--- src/rtl/addsub_pkg.sv ---
// Shared types for the add/subtract arbiter slice: default width, operation mode and result record.
package addsub_pkg;

    localparam int ADDSUB_WIDTH = 4;

    typedef enum logic {
        OP_ADD = 1'b0,
        OP_SUB = 1'b1
    } addsub_op_e;

    typedef struct packed {
        logic [ADDSUB_WIDTH-1:0] sum;
        logic                    cout;
        logic                    ovf;
    } addsub_res_t;

endpackage

--- src/rtl/addsub_core.sv ---
// Combinational ripple adder/subtractor: subtract is a + ~b + 1, with carry and signed overflow flags.
module addsub_core
    import addsub_pkg::*;
#(
    parameter int WIDTH = ADDSUB_WIDTH
) (
    input  logic [WIDTH-1:0] a_i,
    input  logic [WIDTH-1:0] b_i,
    input  logic             m_i,
    output logic [WIDTH-1:0] sum_o,
    output logic             cout_o,
    output logic             ovf_o
);

    addsub_op_e       op;
    logic [WIDTH-1:0] bx;

    always_comb begin
        op = addsub_op_e'(m_i);
        bx = (op == OP_SUB) ? ~b_i : b_i;
        {cout_o, sum_o} = {1'b0, a_i} + {1'b0, bx} + (WIDTH+1)'(m_i);
        // Overflow: operands agree in sign but the result does not.
        ovf_o = (a_i[WIDTH-1] == bx[WIDTH-1]) & (sum_o[WIDTH-1] != a_i[WIDTH-1]);
    end

endmodule

--- src/rtl/addsub_share_arbiter.sv ---
// Round-robin sharing of one adder/subtractor among NREQ requesters with a single registered result slot.
// Optional ADDSUB_STATS_EN adds per-requester 8-bit saturating grant counters on stat_grants.
module addsub_share_arbiter
    import addsub_pkg::*;
#(
    parameter  int WIDTH = ADDSUB_WIDTH,
    parameter  int NREQ  = 4,
    localparam int IDW   = $clog2(NREQ)
) (
    input  logic                  clk,
    input  logic                  rst_n,
    input  logic [NREQ-1:0]       req_valid,
    input  logic [NREQ*WIDTH-1:0] req_a,
    input  logic [NREQ*WIDTH-1:0] req_b,
    input  logic [NREQ-1:0]       req_m,
    output logic [NREQ-1:0]       req_ready,
    output logic                  res_valid,
    input  logic                  res_ready,
    output logic [WIDTH-1:0]      res_sum,
    output logic                  res_cout,
    output logic                  res_ovf,
    output logic [IDW-1:0]        res_id
`ifdef ADDSUB_STATS_EN
    ,
    output logic [NREQ*8-1:0]     stat_grants
`endif
);

    logic [IDW-1:0]   rr_ptr_q, rr_ptr_d;
    logic             res_valid_q, res_valid_d;
    logic [WIDTH-1:0] res_sum_q, res_sum_d;
    logic             res_cout_q, res_cout_d;
    logic             res_ovf_q, res_ovf_d;
    logic [IDW-1:0]   res_id_q, res_id_d;

    logic             slot_free;
    logic             found;
    logic             grant_any;
    logic [IDW-1:0]   win_idx;
    logic [WIDTH-1:0] a_sel, b_sel;
    logic             m_sel;
    logic [WIDTH-1:0] core_sum;
    logic             core_cout, core_ovf;

    assign slot_free = !res_valid_q || res_ready;

    always_comb begin : arb
        int       idx;
        logic [IDW-1:0] idx_w;
        found   = 1'b0;
        win_idx = '0;
        idx     = 0;
        idx_w   = '0;
        // Search starts just after the last winner and wraps, so the last winner ranks lowest.
        for (int off = 1; off <= NREQ; off++) begin
            idx   = (int'(rr_ptr_q) + off) % NREQ;
            idx_w = IDW'(idx);
            if (!found && req_valid[idx_w]) begin
                found   = 1'b1;
                win_idx = idx_w;
            end
        end
    end

    assign grant_any = rst_n && slot_free && found;
    assign req_ready = grant_any ? (NREQ'(1) << win_idx) : '0;

    assign a_sel = req_a[int'(win_idx)*WIDTH +: WIDTH];
    assign b_sel = req_b[int'(win_idx)*WIDTH +: WIDTH];
    assign m_sel = req_m[win_idx];

    addsub_core #(.WIDTH(WIDTH)) u_core (
        .a_i    (a_sel),
        .b_i    (b_sel),
        .m_i    (m_sel),
        .sum_o  (core_sum),
        .cout_o (core_cout),
        .ovf_o  (core_ovf)
    );

    always_comb begin
        rr_ptr_d    = rr_ptr_q;
        res_valid_d = res_valid_q;
        res_sum_d   = res_sum_q;
        res_cout_d  = res_cout_q;
        res_ovf_d   = res_ovf_q;
        res_id_d    = res_id_q;
        if (grant_any) begin
            rr_ptr_d    = win_idx;
            res_valid_d = 1'b1;
            res_sum_d   = core_sum;
            res_cout_d  = core_cout;
            res_ovf_d   = core_ovf;
            res_id_d    = win_idx;
        end else if (res_ready) begin
            res_valid_d = 1'b0;
        end
    end

    always_ff @(posedge clk) begin
        if (!rst_n) begin
            rr_ptr_q    <= IDW'(NREQ - 1);
            res_valid_q <= 1'b0;
            res_sum_q   <= '0;
            res_cout_q  <= 1'b0;
            res_ovf_q   <= 1'b0;
            res_id_q    <= '0;
        end else begin
            rr_ptr_q    <= rr_ptr_d;
            res_valid_q <= res_valid_d;
            res_sum_q   <= res_sum_d;
            res_cout_q  <= res_cout_d;
            res_ovf_q   <= res_ovf_d;
            res_id_q    <= res_id_d;
        end
    end

    assign res_valid = res_valid_q;
    assign res_sum   = res_sum_q;
    assign res_cout  = res_cout_q;
    assign res_ovf   = res_ovf_q;
    assign res_id    = res_id_q;

`ifdef ADDSUB_STATS_EN
    function automatic logic [7:0] sat_inc(input logic [7:0] v);
        return (v == 8'hFF) ? v : v + 8'd1;
    endfunction

    logic [7:0] stat_q [NREQ];

    always_ff @(posedge clk) begin
        for (int i = 0; i < NREQ; i++) begin
            if (!rst_n) begin
                stat_q[i] <= '0;
            end else if (req_valid[i] && req_ready[i]) begin
                stat_q[i] <= sat_inc(stat_q[i]);
            end
        end
    end

    for (genvar g = 0; g < NREQ; g++) begin : g_stat
        assign stat_grants[g*8 +: 8] = stat_q[g];
    end
`endif

endmodule

--- config.mk ---
export PLATFORM = sky130hd
export DESIGN_NAME = addsub_share_arbiter
export DESIGN_NICKNAME = d
export VERILOG_FILES = /design/src/rtl/addsub_pkg.sv /design/src/rtl/addsub_core.sv /design/src/rtl/addsub_share_arbiter.sv
export SDC_FILE = /design/constraint.sdc
export NUM_CORES = 1
export LEC_CHECK = 0
export BUFFER_PORTS_ARGS = -buffer_cell sky130_fd_sc_hd__buf_2
export CORE_MARGIN = 8
export CORE_UTILIZATION = 44
export DETAILED_ROUTE_END_ITERATION = 7
export HOLD_SLACK_MARGIN = 0.06
export PLACE_DENSITY = 0.8
export REMOVE_ABC_BUFFERS = 1
export SLEW_MARGIN = 10
export SYNTH_ARGS = -nofsm -noshare
export SYNTH_HDL_FRONTEND = slang
export SYNTH_SLANG_ARGS = --single-unit
--- constraint.sdc ---
create_clock -name clk -period 3.5 [get_ports clk]
set_input_delay 0 -clock clk [delete_from_list [all_inputs] [get_ports clk]]
set_output_delay 0 -clock clk [all_outputs]
set_load 0.005 [all_outputs]
==> out/metrics.yaml, run 1 <==
layout:
  nFillCells: 219
  antenna-diode-count: 0
  drive_above_1_share: 0.381
  final_area_mm2: 0.00135
  final_nets: 224
  final_cells: 204
  syn2layout_area_growth_pct: 34.7
worst_setup_path:
  end_kind: "flip-flop"
  crit_type: "reg2reg"
  slowest_delay_ps: 470
  crit_chain: "mux2i_1, a2bb2oi_1, o21a_1, mux2i_4, xor2_1, inv_1, fa_1, nor2b_1, o21ai_0, nand2_1, o22ai_1, nor2_1"
  crit_path_top_delay_cell: "o21a_1"
  path_max_fanout: 10
  required_ps: 3700
  arrival_ps: 3200
  startpoint_type: "flip-flop"
synth:
  synth_top_area_frac: 0.221
  yosysTopAreaCell: "dfxtp_1"
  synth.cell_area_um2: 998
  synth-edff-count: 0
  synth_ff_type: "dfxtp_1"
  synth_common_cells: "17 x mux2i_1, 11 x a21oi_1, 11 x dfxtp_1"
  synthArstFlopShare: 0
  ys_ff_latch: 11
  yosysMostFrequentCell: "mux2i_1"
  synthCells: 119
  syn_area_per_cell_um2: 8.39
  synth_area_leaders: "dfxtp_1 22%, mux2i_1 17%, a21oi_1 5.5%, a211oi_1 4.5%, nor2b_1 4.4%"
  seq_area_frac_synth: 0.221
  ys_warn_count: 0
  ys_types: 33
clocking:
  cts_max_path_buffers: 2
  ctsRootBufferMaster: "clkbuf_4"
  clk_latency_ps: 260
  cts.htree.levels: 1
  clk_transition_reported_paths_ps: 70
  cts.sinks: 11
  cts_buffers: 3
  cts_tree: "built"
  cts_resized: 0
grt:
  antenna_found_initial: 0
  first_global_vias: 1079
  grt_usage: 0.129
  grt_pass1_wl_mm: 4.49
  grt-ovfl-total: 0
  grt_max_degree: 12
route:
  detail_route.first_pass.iterations: 4
  wl_per_cell_um: 12.9
  drt-total-wl_mm: 2.63
  ant_nets: 0
  num_vias: 1038
  drt_iter0_drc: 17
  drc: 0
  viasPerCell: 5.09
flow_run:
  maxCapViolations: 0
power:
  vdd_drop_max_mv: 0.332
  leakagePower_nw: 0.676
  total_power_w: 0.000640
  power_density_mw_per_mm2: 476
run_status:
  outcome: "completed"
floorplanning:
  die_area_mm2: 0.00405
  ios: 56
  start_util: 0.460
  fp.coreArea_mm2: 0.00217
  rows: 17
  die_w_um: 63.6
  die_h_um: 63.6
timing:
  setup_ws_ps: 501
  max_slew_margin: 0.670
  setup_viol: 0
  setup-tns-final_ps: 0
  rsz0062_at_grt: "false"
  worst_pin_slew_ps: 494
  hold_viol_final: 0
  max_freq_ghz: 0.333
  finClkSkew_ps: 0.999
  fin_crit_sh: 0.857
  fin_crit_ps: 3000
  finalMaxSlewViolations: 0
place:
  placed_cells: 198
  dp_hpwl_mm: 2.29
  post-place-ws_ps: 474
  placed_area_mm2: 0.00130
  port_buffers: 55
  gp_congestion: 0.745
min_path:
  hold_path.class: "in2reg"
layout by cell type (no fill, tap or decap), types with 2 or more instances in the layout:
cell type / instances
nand2b_1: 3
nand2_1: 8
xor2_1: 3
inv_1: 5
xnor2_1: 4
mux2i_1: 17
o21a_1: 3
a211oi_1: 6
ha_1: 3
buf_4: 3
a21oi_1: 11
dfxtp_1: 11
buf_2: 55
and3_1: 2
o21ai_0: 3
nor2_1: 7
nor2b_1: 7
nand3_1: 4
clkbuf_4: 3
dlygate4sd3_1: 2
worst max-delay path, delay by kind of cell, from the launching register on:
kind	cells	cell delay, ps
adder cells (fa/ha/maj)	1	420
XOR/XNOR	1	220
buffers and inverters	1	80
multiplexers	2	600
AO/OA/AOI/OAI	4	860
flip-flops	1	460
AND/OR/NAND/NOR	3	300
layer usage:
layer	up-vias	part of all wire	wire length, um	global-route usage
li1	534	-	-	-
met1	457	0.43	1120	0.137
met2	45	0.49	1280	0.228
met3	2	0.080	211	0.0495
met4	0	0.0061	16	0.0418
met5	-	0	0	0
cell families after synthesis:
| logic type | Yosys count | synth area share |
|---|---|---|
| adder cells (fa/ha/maj) | 4 | 0.0576 |
| buffers and inverters | 12 | 0.0514 |
| AND/OR/NAND/NOR | 34 | 0.180 |
| XOR/XNOR | 7 | 0.0614 |
| AO/OA/AOI/OAI | 32 | 0.222 |
| multiplexers | 19 | 0.207 |
| flip-flops | 11 | 0.221 |
worst paths after layout:
check / start / end / slack (ps) / depth (start not counted)
min reg2reg: res_id[1]$_SDFFE_PN0P_ / res_id[1]$_SDFFE_PN0P_ / 460 / 2
min: req_valid[0] / res_valid$_SDFFE_PN0P_ / 100 / 3
max reg2reg: rr_ptr_q[1]$_SDFFE_PN1P_ / res_cout$_SDFFE_PN0P_ / 500 / 12
max: rr_ptr_q[1]$_SDFFE_PN1P_ / res_cout$_SDFFE_PN0P_ / 500 / 12
flip-flops by register name, summed over array words and instances, names as in the netlist:
register	flops
res_sum	4
res_id	2
res_cout	1
rr_ptr_q	2
res_ovf	1
res_valid	1
metrics by stage:
stage	hold WS [ps]	util
final	95.2	0.620
after CTS	81.8	0.620
after global placement	321	0.599
after global routing	143	0.620
after floorplan	138	-
after detailed placement	323	0.599
repair_timing:
item | 4_1_cts | 5_1_grt
setup buffers | 0 | 0
hold buffers | 2 | 0
endpoints found under the hold margin | 4 | 0
layout make-up:
type	count	area (um^2)	share of cell area
clock buffers	4	26.3	0.0195
flip-flops and latches	11	220	0.164
well taps	28	35.0	0.0260
multi-input cells	96	727	0.540
inverters	5	18.8	0.0140
repair buffers	60	318	0.236
where the power goes:
part           internal [W]  switching [W]   total, W
Combinational      0.000191       0.000193   0.000384
Sequential         0.000153      0.0000193   0.000173
Clock             0.0000440      0.0000396  0.0000837
Total              0.000388       0.000252   0.000640
Note: power is estimated with default switching activity, not from simulation.
==> run 2: changes to the inputs <==
Settings changed: RECOVER_POWER set to 25.
==> out/metrics.yaml, run 2 (synthesis results as in run 1) <==
run_status:
  outcome: "completed"
power:
  power_frac_comb: 0.598  # about the same
  seqPwrFrac: 0.271  # about the same
  power_density_mw_per_mm2: 477  # +0.16%
  vdd_drop_max_mv: 0.332  # about the same
  switchingPower_w: 0.000252  # +0.16%
  clkPwrFrac: 0.131  # about the same
  power.internal_w: 0.000387  # -0.46%
  switching_share: 0.395  # +0.00149
  leakagePower_nw: 0.662  # -2.1%
floorplanning:
  start_util: 0.460  # unchanged
  rows: 17  # unchanged
  die_area_mm2: 0.00405  # unchanged
  fp.coreArea_mm2: 0.00217  # unchanged
  die_h_um: 63.6  # unchanged
  ios: 56  # unchanged
  die_w_um: 63.6  # unchanged
layout:
  final_nets: 224  # unchanged
  antenna-diode-count: 0  # unchanged
  syn2layout_area_growth_pct: 34.2
  final_cell_mix: "51 x buf_2, 17 x mux2i_1, 11 x a21oi_1, 11 x dfxtp_1, 8 x nand2_1"
  largest_reg_flops: 4  # unchanged
  mostFrequentLayoutCell: "buf_2"
  drive_above_1_share: 0.358  # -0.0227
  final_area_mm2: 0.00134  # -0.37%
clocking:
  cts_buffers: 3  # unchanged
  post_cts_buffers: 0  # unchanged
  ctsRootBufferMaster: "clkbuf_4"
  cts.sinks: 11  # unchanged
  cts_tree: "built"
  clk_latency_ps: 260  # about the same
  cts.htree.levels: 1  # unchanged
  clk_transition_reported_paths_ps: 70  # about the same
  cts_max_path_buffers: 2  # unchanged
route:
  wl_met2_mm: 1.28  # -0.16%
  num_vias: 1034  # -0.39%
  drt_iter0_drc: 18  # +1
  wl_met3_um: 203  # -3.8%
  viasPerCell: 5.07  # -0.39%
  wirelength_met1_mm: 1.14  # +1.8%
  drt-total-wl_mm: 2.64  # +0.38%
  ant_nets: 0  # unchanged
  detail_route.first_pass.iterations: 4  # unchanged
  drc: 0  # unchanged
  wl_per_cell_um: 12.9  # +0.38%
  dr.max_layer_used: "met4"
worst_setup_path:
  arrival_ps: 3200  # about the same
  crit_type: "reg2reg"
  path_max_fanout: 10  # unchanged
  startpoint_type: "flip-flop"
  timing.rr.start: "rr_ptr_q[1]$_SDFFE_PN1P_"
  end_kind: "flip-flop"
  r2r-end: "res_cout$_SDFFE_PN0P_"
  required_ps: 3700  # about the same
  r2r_slack_ps: 500  # about the same
  crit_start: "rr_ptr_q[1]$_SDFFE_PN1P_"
  crit_end: "res_cout$_SDFFE_PN0P_"
  rr_worst_depth: 12  # unchanged
timing:
  hold_viol_final: 0  # unchanged
  max_slew_margin: 0.670  # unchanged
  worst_pin_slew_ps: 494  # unchanged
  rsz0062_at_grt: "false"
  setup-tns-final_ps: 0  # unchanged
  finClkSkew_ps: 0.881  # -0.118 ps
  fin_crit_ps: 3000  # +0.225 ps
  max_freq_ghz: 0.333  # about the same
  finalMaxSlewViolations: 0  # unchanged
  setup_viol: 0  # unchanged
  fin_crit_sh: 0.857  # about the same
flow_run:
  maxCapViolations: 0  # unchanged
grt:
  antenna_found_initial: 0  # unchanged
  grt_usage: 0.129  # unchanged
  grt-ovfl-total: 0  # unchanged
  first_global_vias: 1079  # unchanged
  grt_max_degree: 12  # unchanged
  grt_pass1_wl_mm: 4.49  # unchanged
place:
  port_buffers: 55  # unchanged
  gp_congestion: 0.745  # unchanged
  dp_hpwl_mm: 2.29  # unchanged
  placed_area_mm2: 0.00130  # unchanged
min_path:
  hold_path.class: "in2reg"
## run 2: cell count changes in the layout (fill, tap and decap cells not counted), sizes merged
cell	delta
clkbuf	+4
buf	-4
## run 2: layout make-up
class                   instances  area, um^2
fillers                       220         830
inverters                       5        18.8
clock buffers                   4        26.3
multi-input cells              96         727
repair buffers                 60         313
flip-flops and latches         11         220
well taps                      28        35.0
## run 2: what timing repair did
action / in CTS / in global routing
endpoints found under the hold margin: 4 / 0
gates resized for setup: 0 / 0
hold buffers: 2 / 0
## run 2: worst max-delay path, stage by stage (launching register included)
cell and delay (ps):
dfxtp_1 460, mux2i_1 220, a2bb2oi_1 240, o21a_1 470, mux2i_4 380, xor2_1 220
inv_1 80, fa_1 420, nor2b_1 140, o21ai_0 80, nand2_1 70, o22ai_1 70
nor2_1 90
## run 2: worst min path at each step
| stage | depth (start not counted) | endpoint | slack, ps | from |
|---|---|---|---|---|
| after CTS | 3 | res_valid$_SDFFE_PN0P_ | 80 | req_valid[0] |
| after global routing | 3 | res_valid$_SDFFE_PN0P_ | 140 | req_valid[0] |
| after floorplan | 2 | res_id[0]$_SDFFE_PN0P_ | 140 | rst_n |
| after detailed placement | 3 | res_id[0]$_SDFFE_PN0P_ | 320 | rst_n |
| final | 3 | res_valid$_SDFFE_PN0P_ | 100 | req_valid[0] |
| after global placement | 3 | res_id[0]$_SDFFE_PN0P_ | 320 | rst_n |
## run 2: per-stage QoR
stage          setup WS [ps]   util  hold slack, ps  std cells  total power [W]
2_1_floorplan            707      -             138        112         0.000450
3_3_place_gp             660  0.599             321        198         0.000543
3_5_place_dp             474  0.599             323        198         0.000562
4_1_cts                  467  0.620            81.8        204         0.000650
5_1_grt                  222  0.618             143        204         0.000698
6_report                 501  0.618            95.2        204         0.000639
## run 2: power groups by stage
stage,Sequential [W],Combinational [W],Clock [W]
2_1_floorplan,0.000175,0.000275,0
3_3_place_gp,0.000174,0.000369,0
3_5_place_dp,0.000175,0.000387,0
4_1_cts,0.000173,0.000389,0.0000881
5_1_grt,0.000177,0.000426,0.0000955
6_report,0.000173,0.000382,0.0000836
## run 2: per-layer routing
metal | track usage | vias to the layer above
li1 | - | 534
met1 | 0.137 | 456
met2 | 0.228 | 42
met3 | 0.0495 | 2
met4 | 0.0418 | 0
met5 | 0 | -
